$ cat src/rtl/seq_pkg.sv
// Shared types and default widths for the program sequencer.
package seq_pkg;

    // Sequencer control states
    typedef enum logic [1:0] {
        IDLE = 2'd0,
        LOAD = 2'd1,
        RUN  = 2'd2,
        DONE = 2'd3
    } state_t;

    localparam int unsigned DEF_PC_W      = 8;
    localparam int unsigned DEF_INSTR_W   = 9;
    localparam int unsigned DEF_NUM_PROGS = 4;
    localparam int unsigned DEF_JT_DEPTH  = 16;
    localparam int unsigned DEF_CYC_W     = 16;

    localparam logic [DEF_INSTR_W-1:0] DEF_HALT_INSTR = 9'h1FF;

endpackage

$ cat src/rtl/seq_jump_table.sv
// Per-program jump table: one write port, two combinational read ports.
//   clk, reset            : clock, synchronous active-high clear of every entry
//   we/wr_prog/wr_idx/wr_data : write strobe, slot, entry, target address
//   ep_prog -> ep_data    : entry-point (index 0) read of a program
//   br_prog/br_idx -> br_data : branch-target read
module seq_jump_table
    import seq_pkg::*;
#(
    parameter int unsigned PC_W      = DEF_PC_W,
    parameter int unsigned NUM_PROGS = DEF_NUM_PROGS,
    parameter int unsigned JT_DEPTH  = DEF_JT_DEPTH
) (
    input  logic                          clk,
    input  logic                          reset,
    input  logic                          we,
    input  logic [$clog2(NUM_PROGS)-1:0]  wr_prog,
    input  logic [$clog2(JT_DEPTH)-1:0]   wr_idx,
    input  logic [PC_W-1:0]               wr_data,
    input  logic [$clog2(NUM_PROGS)-1:0]  ep_prog,
    output logic [PC_W-1:0]               ep_data,
    input  logic [$clog2(NUM_PROGS)-1:0]  br_prog,
    input  logic [$clog2(JT_DEPTH)-1:0]   br_idx,
    output logic [PC_W-1:0]               br_data
);

    localparam int unsigned PROG_W  = $clog2(NUM_PROGS);
    localparam int unsigned IDX_W   = $clog2(JT_DEPTH);
    localparam int unsigned ADDR_W  = PROG_W + IDX_W;
    localparam int unsigned ENTRIES = NUM_PROGS * JT_DEPTH;

    logic [PC_W-1:0] mem [ENTRIES];

    // Reset wins over a same-cycle write, so that write is dropped
    always_ff @(posedge clk) begin
        if (reset) begin
            for (int unsigned i = 0; i < ENTRIES; i++) begin
                mem[ADDR_W'(i)] <= '0;
            end
        end else if (we) begin
            mem[{wr_prog, wr_idx}] <= wr_data;
        end
    end

    // Reads see the pre-edge contents (old value on same-entry write)
    assign ep_data = mem[{ep_prog, IDX_W'(0)}];
    assign br_data = mem[{br_prog, br_idx}];

endmodule

$ cat src/rtl/prog_sequencer.sv
// Programmable program sequencer: drives the fetch pc from a per-program
// jump table, with start/done handshake, stall, halt detection and a
// saturating run-cycle counter.
//   clk, reset        : clock, synchronous active-high reset
//   start, prog_sel   : load request (level) / program select
//   instr             : ROM word at pc
//   stall             : hold pc this cycle
//   branch_en/idx     : branch via jump-table entry of the active program
//   jt_we/prog/idx/data : jump-table write port
//   pc, active_prog, busy, done, cycle_count : registered status outputs
module prog_sequencer
    import seq_pkg::*;
#(
    parameter int unsigned PC_W      = DEF_PC_W,
    parameter int unsigned INSTR_W   = DEF_INSTR_W,
    parameter int unsigned NUM_PROGS = DEF_NUM_PROGS,
    parameter int unsigned JT_DEPTH  = DEF_JT_DEPTH,
    parameter int unsigned CYC_W     = DEF_CYC_W,
    parameter logic [INSTR_W-1:0] HALT_INSTR = INSTR_W'(DEF_HALT_INSTR)
) (
    input  logic                          clk,
    input  logic                          reset,
    input  logic                          start,
    input  logic [$clog2(NUM_PROGS)-1:0]  prog_sel,
    input  logic [INSTR_W-1:0]            instr,
    input  logic                          stall,
    input  logic                          branch_en,
    input  logic [$clog2(JT_DEPTH)-1:0]   branch_idx,
    input  logic                          jt_we,
    input  logic [$clog2(NUM_PROGS)-1:0]  jt_prog,
    input  logic [$clog2(JT_DEPTH)-1:0]   jt_idx,
    input  logic [PC_W-1:0]               jt_data,
    output logic [PC_W-1:0]               pc,
    output logic [$clog2(NUM_PROGS)-1:0]  active_prog,
    output logic                          busy,
    output logic                          done,
    output logic [CYC_W-1:0]              cycle_count
);

    localparam int unsigned PROG_W = $clog2(NUM_PROGS);

    state_t              state_q, state_d;
    logic [PC_W-1:0]     pc_d;
    logic [PROG_W-1:0]   active_prog_d;
    logic [CYC_W-1:0]    cycle_count_d;
    logic                busy_d, done_d;
    logic                load;
    logic [PC_W-1:0]     ep_data, br_data;

    seq_jump_table #(
        .PC_W      (PC_W),
        .NUM_PROGS (NUM_PROGS),
        .JT_DEPTH  (JT_DEPTH)
    ) u_jt (
        .clk     (clk),
        .reset   (reset),
        .we      (jt_we),
        .wr_prog (jt_prog),
        .wr_idx  (jt_idx),
        .wr_data (jt_data),
        .ep_prog (prog_sel),
        .ep_data (ep_data),
        .br_prog (active_prog),
        .br_idx  (branch_idx),
        .br_data (br_data)
    );

    // Next-state and next-output logic
    always_comb begin
        state_d       = state_q;
        pc_d          = pc;
        active_prog_d = active_prog;
        cycle_count_d = cycle_count;
        load          = 1'b0;

        case (state_q)
            IDLE: begin
                if (start) begin
                    state_d = LOAD;
                    load    = 1'b1;
                end
            end
            LOAD: begin
                load = 1'b1;
                if (!start) begin
                    state_d = RUN;
                end
            end
            RUN: begin
                // Every RUN cycle counts, including stalls and the halt cycle
                if (cycle_count != '1) begin
                    cycle_count_d = cycle_count + 1'b1;
                end
                if (start) begin
                    state_d = LOAD;
                    load    = 1'b1;
                end else if (instr == HALT_INSTR) begin
                    state_d = DONE;
                end else if (!stall) begin
                    if (branch_en) begin
                        pc_d = br_data;
                    end else begin
                        pc_d = pc + 1'b1;
                    end
                end
            end
            DONE: begin
                if (start) begin
                    state_d = LOAD;
                    load    = 1'b1;
                end
            end
            default: state_d = IDLE;
        endcase

        // Any entry into (or stay in) LOAD latches the selected program
        if (load) begin
            active_prog_d = prog_sel;
            pc_d          = ep_data;
            cycle_count_d = '0;
        end

        busy_d = (state_d == LOAD) || (state_d == RUN);
        done_d = (state_d == DONE);
    end

    // State and output registers
    always_ff @(posedge clk) begin
        if (reset) begin
            state_q     <= IDLE;
            pc          <= '0;
            active_prog <= '0;
            cycle_count <= '0;
            busy        <= 1'b0;
            done        <= 1'b0;
        end else begin
            state_q     <= state_d;
            pc          <= pc_d;
            active_prog <= active_prog_d;
            cycle_count <= cycle_count_d;
            busy        <= busy_d;
            done        <= done_d;
        end
    end

endmodule
$ cat config.mk
export PLATFORM = sky130hd
export DESIGN_NAME = prog_sequencer
export DESIGN_NICKNAME = d
export VERILOG_FILES = /design/src/rtl/seq_pkg.sv /design/src/rtl/seq_jump_table.sv /design/src/rtl/prog_sequencer.sv
export SDC_FILE = /design/constraint.sdc
export NUM_CORES = 1
export LEC_CHECK = 0
export ABC_AREA = 1
export CAP_MARGIN = 20
export CORE_ASPECT_RATIO = 0.7
export CORE_MARGIN = 1
export CORE_UTILIZATION = 47
export CTS_CLUSTER_SIZE = 14
export DETAILED_ROUTE_END_ITERATION = 10
export MAX_ROUTING_LAYER = met4
export PLACE_DENSITY = 0.69
export SKIP_LAST_GASP = 1
export SYNTH_ARGS = -nofsm -noshare
export SYNTH_HDL_FRONTEND = slang
export SYNTH_SLANG_ARGS = --single-unit
$ cat constraint.sdc
create_clock -name clk -period 3.9 [get_ports clk]
set_clock_uncertainty 0.2 [all_clocks]
set_input_delay 0.78 -clock clk [delete_from_list [all_inputs] [get_ports clk]]
set_output_delay 0.78 -clock clk [all_outputs]
set_load 0.05 [all_outputs]
==> impl_metrics.env <==
export IMPL_status="complete, no violations"
export IMPL_antenna_found_initial=0
export IMPL_design_die_area_um2=55220
export IMPL_cts_root_buffer="clkbuf_16"
export IMPL_hold_viol=0
export IMPL_crit_path_max_incr_delay_ns=0.94
export IMPL_via_count=20180
export IMPL_cts_num_sinks=542
export IMPL_internal_power_mw=9.634
export IMPL_synth_cell_type_count=42
export IMPL_worst_setup_path_type="reg2out"
export IMPL_path_delay_family="buffers and inverters"
export IMPL_muxShareOfSynthArea_pct=0
export IMPL_finish_utilization_pct=53.30
export IMPL_overflow=0
export IMPL_place_gp_congestion=0.8829
export IMPL_stdcell_count=3511
export IMPL_path_clk_slew_ns=0.06
export IMPL_power_frac_clock_pct=37.3
export IMPL_finalSetupViolations=0
export IMPL_critical_path_endpoint_type="output port"
export IMPL_drc_errors=0
export IMPL_synthTopCellsByCount="nand2_1 (779), nor2_1 (542), edfxtp_1 (512)"
export IMPL_start_kind="flip-flop"
export IMPL_ctsResizeCount=0
export IMPL_yosysTopAreaCell="edfxtp_1"
export IMPL_synth_top_cell_area_share_pct=60.28
export IMPL_post_synth_top_count_cell="nand2_1"
export IMPL_sequentialPowerShare_pct=52.5
export IMPL_crit_fanout=14
export IMPL_dp_slack_ns=0.3154
export IMPL_p_leak_nw=11.22
export IMPL_powerDensity_nw_per_um2=451.5
export IMPL_vias_per_cell=5.747
export IMPL_cp_depth=1
export IMPL_setup_tns_final_ns=0
export IMPL_cts_buffers=52
export IMPL_placed_area_um2=27040
export IMPL_worstPathCellList="clkdlybuf4s50_1"
export IMPL_std_cell_rows=71
export IMPL_cts_tree="done"
export IMPL_fin_crit_ns=3.347
export IMPL_worst_pin_slew_ns=0.8124
export IMPL_grt_first_pass_wirelength_um=110900
export IMPL_coreArea_um2=53660
export IMPL_wl_per_cell_um=21.03
export IMPL_cap_violations=0
export IMPL_groute_usage_overall_pct=27.56
export IMPL_rsz0062_at_grt="no"
export IMPL_cts_htree_levels=2
export IMPL_ys_warn_count=0
export IMPL_synth_adder_area_share_pct=0.2453
export IMPL_synth_top_family_by_area="simple AND/OR/NAND/NOR gates"
export IMPL_synth_seq_area_share_pct=62.63
export IMPL_hp_class="reg2reg"
export IMPL_dr_pass1_iters=6
export IMPL_postRouteAntennaNets=0
export IMPL_crit_arrival_ns=2.37
export IMPL_whs_ns=0.3240
export IMPL_n_antenna_cell=0
export IMPL_final_nets=2783
export IMPL_clock_path_buffers=3
export IMPL_synth_compound_area_share_pct=2.075
export IMPL_fin_area_um2=28600
export IMPL_slew_headroom_pct=45.84
export IMPL_ios=63
export IMPL_fin_crit_sh_pct=85.83
export IMPL_reg2reg_to="pc[3]"
export IMPL_synthesis_area_um2=25510
export IMPL_synth_top_cells_by_area="edfxtp_1 (60%), nand2_1 (11%), nand3_1 (8.6%), nor2_1 (8.0%), dfxtp_1 (2.4%)"
export IMPL_synth_flop_cell="edfxtp_1"
export IMPL_critPathRequiredTime_ns=2.92
export IMPL_synth_edf_count=512
export IMPL_swShare_pct=25.39
export IMPL_fmax_mhz=298.8
export IMPL_netlist_instances=2711
export IMPL_async_flop_share_pct=0
export IMPL_place_hpwl_um=47530
export IMPL_synth_xor_area_share_pct=0.2747
export IMPL_fp_dieH_um=196.9
export IMPL_holdBufCountCts=0
export IMPL_critPathSlowestCell="clkdlybuf4s50_1"
export IMPL_grt_max_degree=135
export IMPL_drv_slew=0
export IMPL_drt_iter0_drc=2704
export IMPL_power_frac_comb_pct=10.2
export IMPL_synthSimpleGateAreaFrac_pct=30.55
export IMPL_syn_to_final_growth_pct=12.12
export IMPL_crit_buf_inv=1
export IMPL_postSynthNetCount=2751
export IMPL_peakVddDrop_mv=0.3111
export IMPL_n_fill_cell=4825
export IMPL_r2r_start="active_prog[1]"
export IMPL_postCtsSetupRepairBufs=0
export IMPL_setup_ws_ns=0.5527
export IMPL_power_switching_mw=3.279
export IMPL_die_w_um=280.4
export IMPL_syn_avg_cell_area_um2=9.408
export IMPL_reg2reg_depth=6
export IMPL_clk_latency_ns=0.61
export IMPL_grt_pass1_vias=18680
export IMPL_worstSetupEndpoint="active_prog[1]"
export IMPL_drive_above_1_share_pct=8.234
export IMPL_start_util_pct=47.54
export IMPL_finalWirelength_um=73850
export IMPL_synth_seq_cells=542
export IMPL_io_buffers=62
export IMPL_dp_cells=3419
export IMPL_r2r_setup_slack_ns=1.57
export IMPL_crit_start="active_prog[1]"
export IMPL_power_total_mw=12.91
-- sequential cells by signal, summed over array words and instances, names as in the netlist --
| signal | count |
|---|---|
| active_prog | 2 |
| busy | 1 |
| cycle_count | 16 |
| done | 1 |
| pc | 8 |
| state_q | 2 |
| u_jt.mem | 512 |
-- layout by cell type, fill, tap and decap left out, drive strengths merged --
master         count
o221ai             4
clkbuf            64
xnor2              1
clkinv            27
xor2               7
a31o               3
or2                5
ha                 5
a211oi             1
nand4              5
and2               1
dfxtp             30
a221oi             3
a21oi             47
buf               93
clkdlybuf4s50     59
and3               2
o21ai             34
a31oi              2
edfxtp           512
nor3              18
nor4              10
o22ai              1
nand2            803
nand3            437
bufinv             2
nor2             549
nand3b             1
inv               54
a221o              1
-- how the worst min path moves through the flow --
stage                    from              to  slack (ns)  cells after the start
2_1_floorplan      state_q[1]      state_q[1]        0.38                      4
3_3_place_gp   cycle_count[9]  cycle_count[9]        0.31                      2
3_5_place_dp   cycle_count[4]  cycle_count[4]        0.31                      2
4_1_cts        cycle_count[4]  cycle_count[4]        0.32                      2
5_1_grt        cycle_count[0]  cycle_count[0]        0.36                      2
6_report       cycle_count[4]  cycle_count[4]        0.32                      2
-- cell type report --
cell class / count / area, um2 / area share, %
well taps: 730 / 913.4 / 3.194
flip-flops and latches: 542 / 15980 / 55.86
inverters: 55 / 216.5 / 0.7569
repair buffers: 152 / 1478 / 5.167
clock buffers: 64 / 1378 / 4.817
multi-input cells: 1940 / 8454 / 29.56
clock inverters: 28 / 182.7 / 0.6388
-- layer usage --
layer / routed length (um) / vias up / share of wire [%] / GRT usage, %
met5: 0 / - / 0 / -
li1: - / 9194 / - / -
met4: 1669 / 0 / 2.3 / 7.549
met1: 30710 / 9651 / 42 / 39.22
met3: 9733 / 138 / 13 / 6.852
met2: 31730 / 1194 / 43 / 39.14
-- power by group through the flow --
stage | Combinational [mW] | Clock (mW) | Sequential (mW)
5_1_grt | 1.42 | 5.05 | 6.80
3_5_place_dp | 1.29 | 0 | 6.90
3_3_place_gp | 1.27 | 0 | 6.89
4_1_cts | 1.29 | 4.84 | 6.77
2_1_floorplan | 0.782 | 0 | 6.89
6_report | 1.32 | 4.82 | 6.78
-- logic make-up after synthesis --
group | count (synthesis)
AO/OA/AOI/OAI | 96
buffers and inverters | 229
XOR/XNOR | 8
flip-flops | 542
AND/OR/NAND/NOR | 1831
adder cells (fa/ha/maj) | 5
(Power assumes the default switching activity.)
==> patch 1, RTL diff (same settings) <==
The package constant `DEF_PC_W` goes from 8 to 9.
--- a/src/rtl/seq_pkg.sv
+++ b/src/rtl/seq_pkg.sv
@@ -9,7 +9,7 @@
         DONE = 2'd3
     } state_t;
 
-    localparam int unsigned DEF_PC_W      = 8;
+    localparam int unsigned DEF_PC_W      = 9;
     localparam int unsigned DEF_INSTR_W   = 9;
     localparam int unsigned DEF_NUM_PROGS = 4;
     localparam int unsigned DEF_JT_DEPTH  = 16;
Ports: changed (resized jt_data and pc); port bits go from 63 to 65. The function was not compared with the original's and may differ.
==> patch 1 against the original RTL <==
Utilization shrank 0.41 points; total power grew 13%; sequential cell count grew 65; area after synthesis grew 12%; combinational power grew 9.8%; wire length grew 12%; final area grew 11%; worst setup slack gained 130 ps; via count grew 9.8%; largest cell class unchanged; die area grew 12%.
==> patch 1: results (changes against the original RTL) <==
- Syn_area_per_cell: 9.55 um^2 (+1.5%)
- Met1 Use GR: 0.412 (+0.0200)
- Global routing met2 resource utilization: 0.379 (-0.0121)
- Synth top cells by count: nand2_1 (751), nor2_1 (626), edfxtp_1 (576)
- Status: completed
- Final period util: 0.826 (-0.0323)
- CP peak stage delay: 830 ps (-110 ps)
- WL met2: 34,900 um (+9.9%)
- Dpl ws: 119 ps (-196 ps)
- Worst-Skew Late Latency: 640 ps (+30 ps)
- Final estimated routing congestion in global placement: 0.939 (+6.3%)
- Worst Setup EP: u_jt.mem[15][7]$_SDFFCE_PN0P_
- Sequential share of the synthesized area: 0.629 (+0.00275)
- Crit path max fanout: 10 (-4)
- Dpl hpwl: 52,700 um (+11%)
- EDFF count, synth: 576 (+13%)
- Vias per inst: 5.79 (+0.66%)
- Wl on met1: 34,900 um (+14%)
- R2R depth: 8 (+2)
- Max reg flops: 576 (+13%)
- Total global-route track usage: 0.277 (+0.00123)
- Met3 WL: 10,400 um (+7.1%)
- WL final: 82,600 um (+12%)
- Post-Syn Nets: 3,024 (+9.9%)
- Initial DRC Count: 3,417 (+26%)
- Met3 usage: 0.0575 (-0.0110)
- CP max-delay cell: nor3_1
- Via count: 22,145 (+9.8%)
- IO Port Bufs: 64 (+3.2%)
- Worst r2r dst: cycle_count[4]$_SDFFE_PP0P_
- Post-synth cell types: 44 (+4.8%)
- Worst setup startpoint: jt_idx[0]
- Largest net degree at the start of global routing: 105 (-22%)
- Placement Cell Area: 0.0299 mm^2 (+10%)
- Clock buffer count from CTS: 57 (+9.6%)
- First-pass GRT wire length: 124,000 um (+12%)
- # placed instances: 3,725 (+8.9%)
- Worst path arrival time: 3310 ps (+940 ps)
- WHS: 308 ps (-15.5 ps)
- LEAKAGE: 0.0122 uW (+8.7%)
==> patch 1: where the power goes <==
group / internal, uW / total (uW) / switching (uW)
registers: 7460 / 7590 / 134
clock network: 3070 / 5520 / 2450
logic: 377 / 1450 / 1080
==> patch 1: area by class of cell <==
class / instances / area [um^2]
Clock buffer: 67 / 1510
Clock inverter: 36 / 298
Fill cell: 5360 / 28200
Inverter: 67 / 264
Multi-Input combinational cell: 2112 / 9290
Sequential cell: 607 / 17900
Tap cell: 808 / 1010
Timing Repair Buffer: 131 / 1380
==> patch 1: logic make-up (layout without fill, tap and decap cells) <==
logic type | Yosys count | count (layout) | synth area share
DFF | 607 | 607 | 0.629
xor gates and xnor gates | 9 | 9 | 0.00277
AOI/OAI and AO/OA | 140 | 140 | 0.0266
adders and majority gates | 5 | 5 | 0.00220
and+or+nand+nor | 1958 | 1958 | 0.295
buffers and inverters | 264 | 301 | 0.0448
==> patch 2, RTL diff (same settings) <==
Made on the original files. Put one more register stage on the output `cycle_count`, with the module's reset. The value now appears one clock later. The other outputs are not delayed to match. Comments in the files are not updated.
--- a/src/rtl/prog_sequencer.sv
+++ b/src/rtl/prog_sequencer.sv
@@ -39,6 +39,8 @@
 
     localparam int unsigned PROG_W = $clog2(NUM_PROGS);
 
+    logic [CYC_W-1:0] cycle_count_s0;
+
     state_t              state_q, state_d;
     logic [PC_W-1:0]     pc_d;
     logic [PROG_W-1:0]   active_prog_d;
@@ -70,7 +72,7 @@
         state_d       = state_q;
         pc_d          = pc;
         active_prog_d = active_prog;
-        cycle_count_d = cycle_count;
+        cycle_count_d = cycle_count_s0;
         load          = 1'b0;
 
         case (state_q)
@@ -88,8 +90,8 @@
             end
             RUN: begin
                 // Every RUN cycle counts, including stalls and the halt cycle
-                if (cycle_count != '1) begin
-                    cycle_count_d = cycle_count + 1'b1;
+                if (cycle_count_s0 != '1) begin
+                    cycle_count_d = cycle_count_s0 + 1'b1;
                 end
                 if (start) begin
                     state_d = LOAD;
@@ -130,17 +132,25 @@
             state_q     <= IDLE;
             pc          <= '0;
             active_prog <= '0;
-            cycle_count <= '0;
+            cycle_count_s0 <= '0;
             busy        <= 1'b0;
             done        <= 1'b0;
         end else begin
             state_q     <= state_d;
             pc          <= pc_d;
             active_prog <= active_prog_d;
-            cycle_count <= cycle_count_d;
+            cycle_count_s0 <= cycle_count_d;
             busy        <= busy_d;
             done        <= done_d;
         end
     end
 
+    always_ff @(posedge clk) begin
+        if (reset) begin
+            cycle_count <= '0;
+        end else begin
+            cycle_count <= cycle_count_s0;
+        end
+    end
+
 endmodule
Function: not settled (the Yosys comparison gave no result); the edit may change what the design does.
==> patch 2 against the original RTL <==
Wire length down 1.3%; area after synthesis grew 0.66%; final area up 0.70%; critical path depth unchanged; worst setup slack better by 70 ps; sequential cell count up 16; total power rose by 1.8%; via count about the same; cell count rose by 0.17%; register-to-register slack improved by 190 ps; first-iteration DRC count increased by 6.8%; critical endpoint is now active_prog[0]; largest cell class unchanged; highest routed layer unchanged.
==> patch 2: results (changes against the original RTL) <==
- Die area: 0.0556 mm^2 (+0.65%)
- Wl on met1: 30,300 um (-1.4%)
- Data buffer area share: 0.0455 (-0.00618)
- Count of plain and timing-repair buffers in the layout: 123 (-19%)
- Post-Syn Instances: 2,747 (+1.3%)
- Vias per inst: 5.73 (-0.23%)
- Final clock-cell share: 0.0556 (+0.00105)
- LEAKAGE: 0.0111 uW (-0.69%)
- Sequential share of the synthesized area: 0.635 (+0.00839)
- Largest net degree at the start of global routing: 130 (-3.7%)
- Total global-route track usage: 0.273 (-0.00285)
- Status: completed
- Post-synthesis xor/xnor area fraction: 0.00171 (-0.00104)
- Dpl hpwl: 47,500 um (-0.13%)
- Via count: 20,165 (-0.059%)
- Worst path arrival time: 2300 ps (-70 ps)
- Fill cell count: 4,767 (-1.2%)
- Global routing met2 resource utilization: 0.399 (+0.00772)
- Sequential share of cell area: 0.566 (+0.00724)
- Maximum vdd drop: 329 uV (+5.7%)
- Post-synthesis compound-gate area fraction: 0.0191 (-0.00165)
- Crit path max fanout: 12 (-2)
- Met1 Use GR: 0.387 (-0.00551)
- Met3 WL: 9190 um (-5.5%)
- Hold_sp: cycle_count_s0[15]$_SDFFE_PP0P_
- First-pass GRT wire length: 111,000 um (-0.20%)
## patch 2: changes by cell type after synthesis, moves of 7 or more
cell / unedited run / this run
nor2_2: 7 / 0
buf_2: 47 / 28
inv_1: 38 / 51
buf_4: 11 / 0
nand3_1: 437 / 447
nand2_4: 10 / 0
clkbuf_1: 82 / 120
buf_6: 15 / 1
nand2_1: 779 / 761
nand2_2: 13 / 56
buf_1: 19 / 28
nor2_1: 542 / 555
dfxtp_1: 30 / 46
## patch 2: final timing paths
| kind | to | slack, ps | cells after the start |
|---|---|---|---|
| hold reg to reg | cycle_count[15]$_SDFF_PP0_ | 270 | 2 |
| hold / removal | cycle_count[15]$_SDFF_PP0_ | 270 | 2 |
| setup reg to reg | cycle_count_s0[13]$_SDFFE_PP0P_ | 1760 | 11 |
| setup / recovery | active_prog[0] | 620 | 1 |
## patch 2: where the power goes
part	internal (uW)	leakage (uW)	switching, uW
clock network	2670	0.000803	2230
registers	6820	0.00524	122
logic	354	0.00510	957
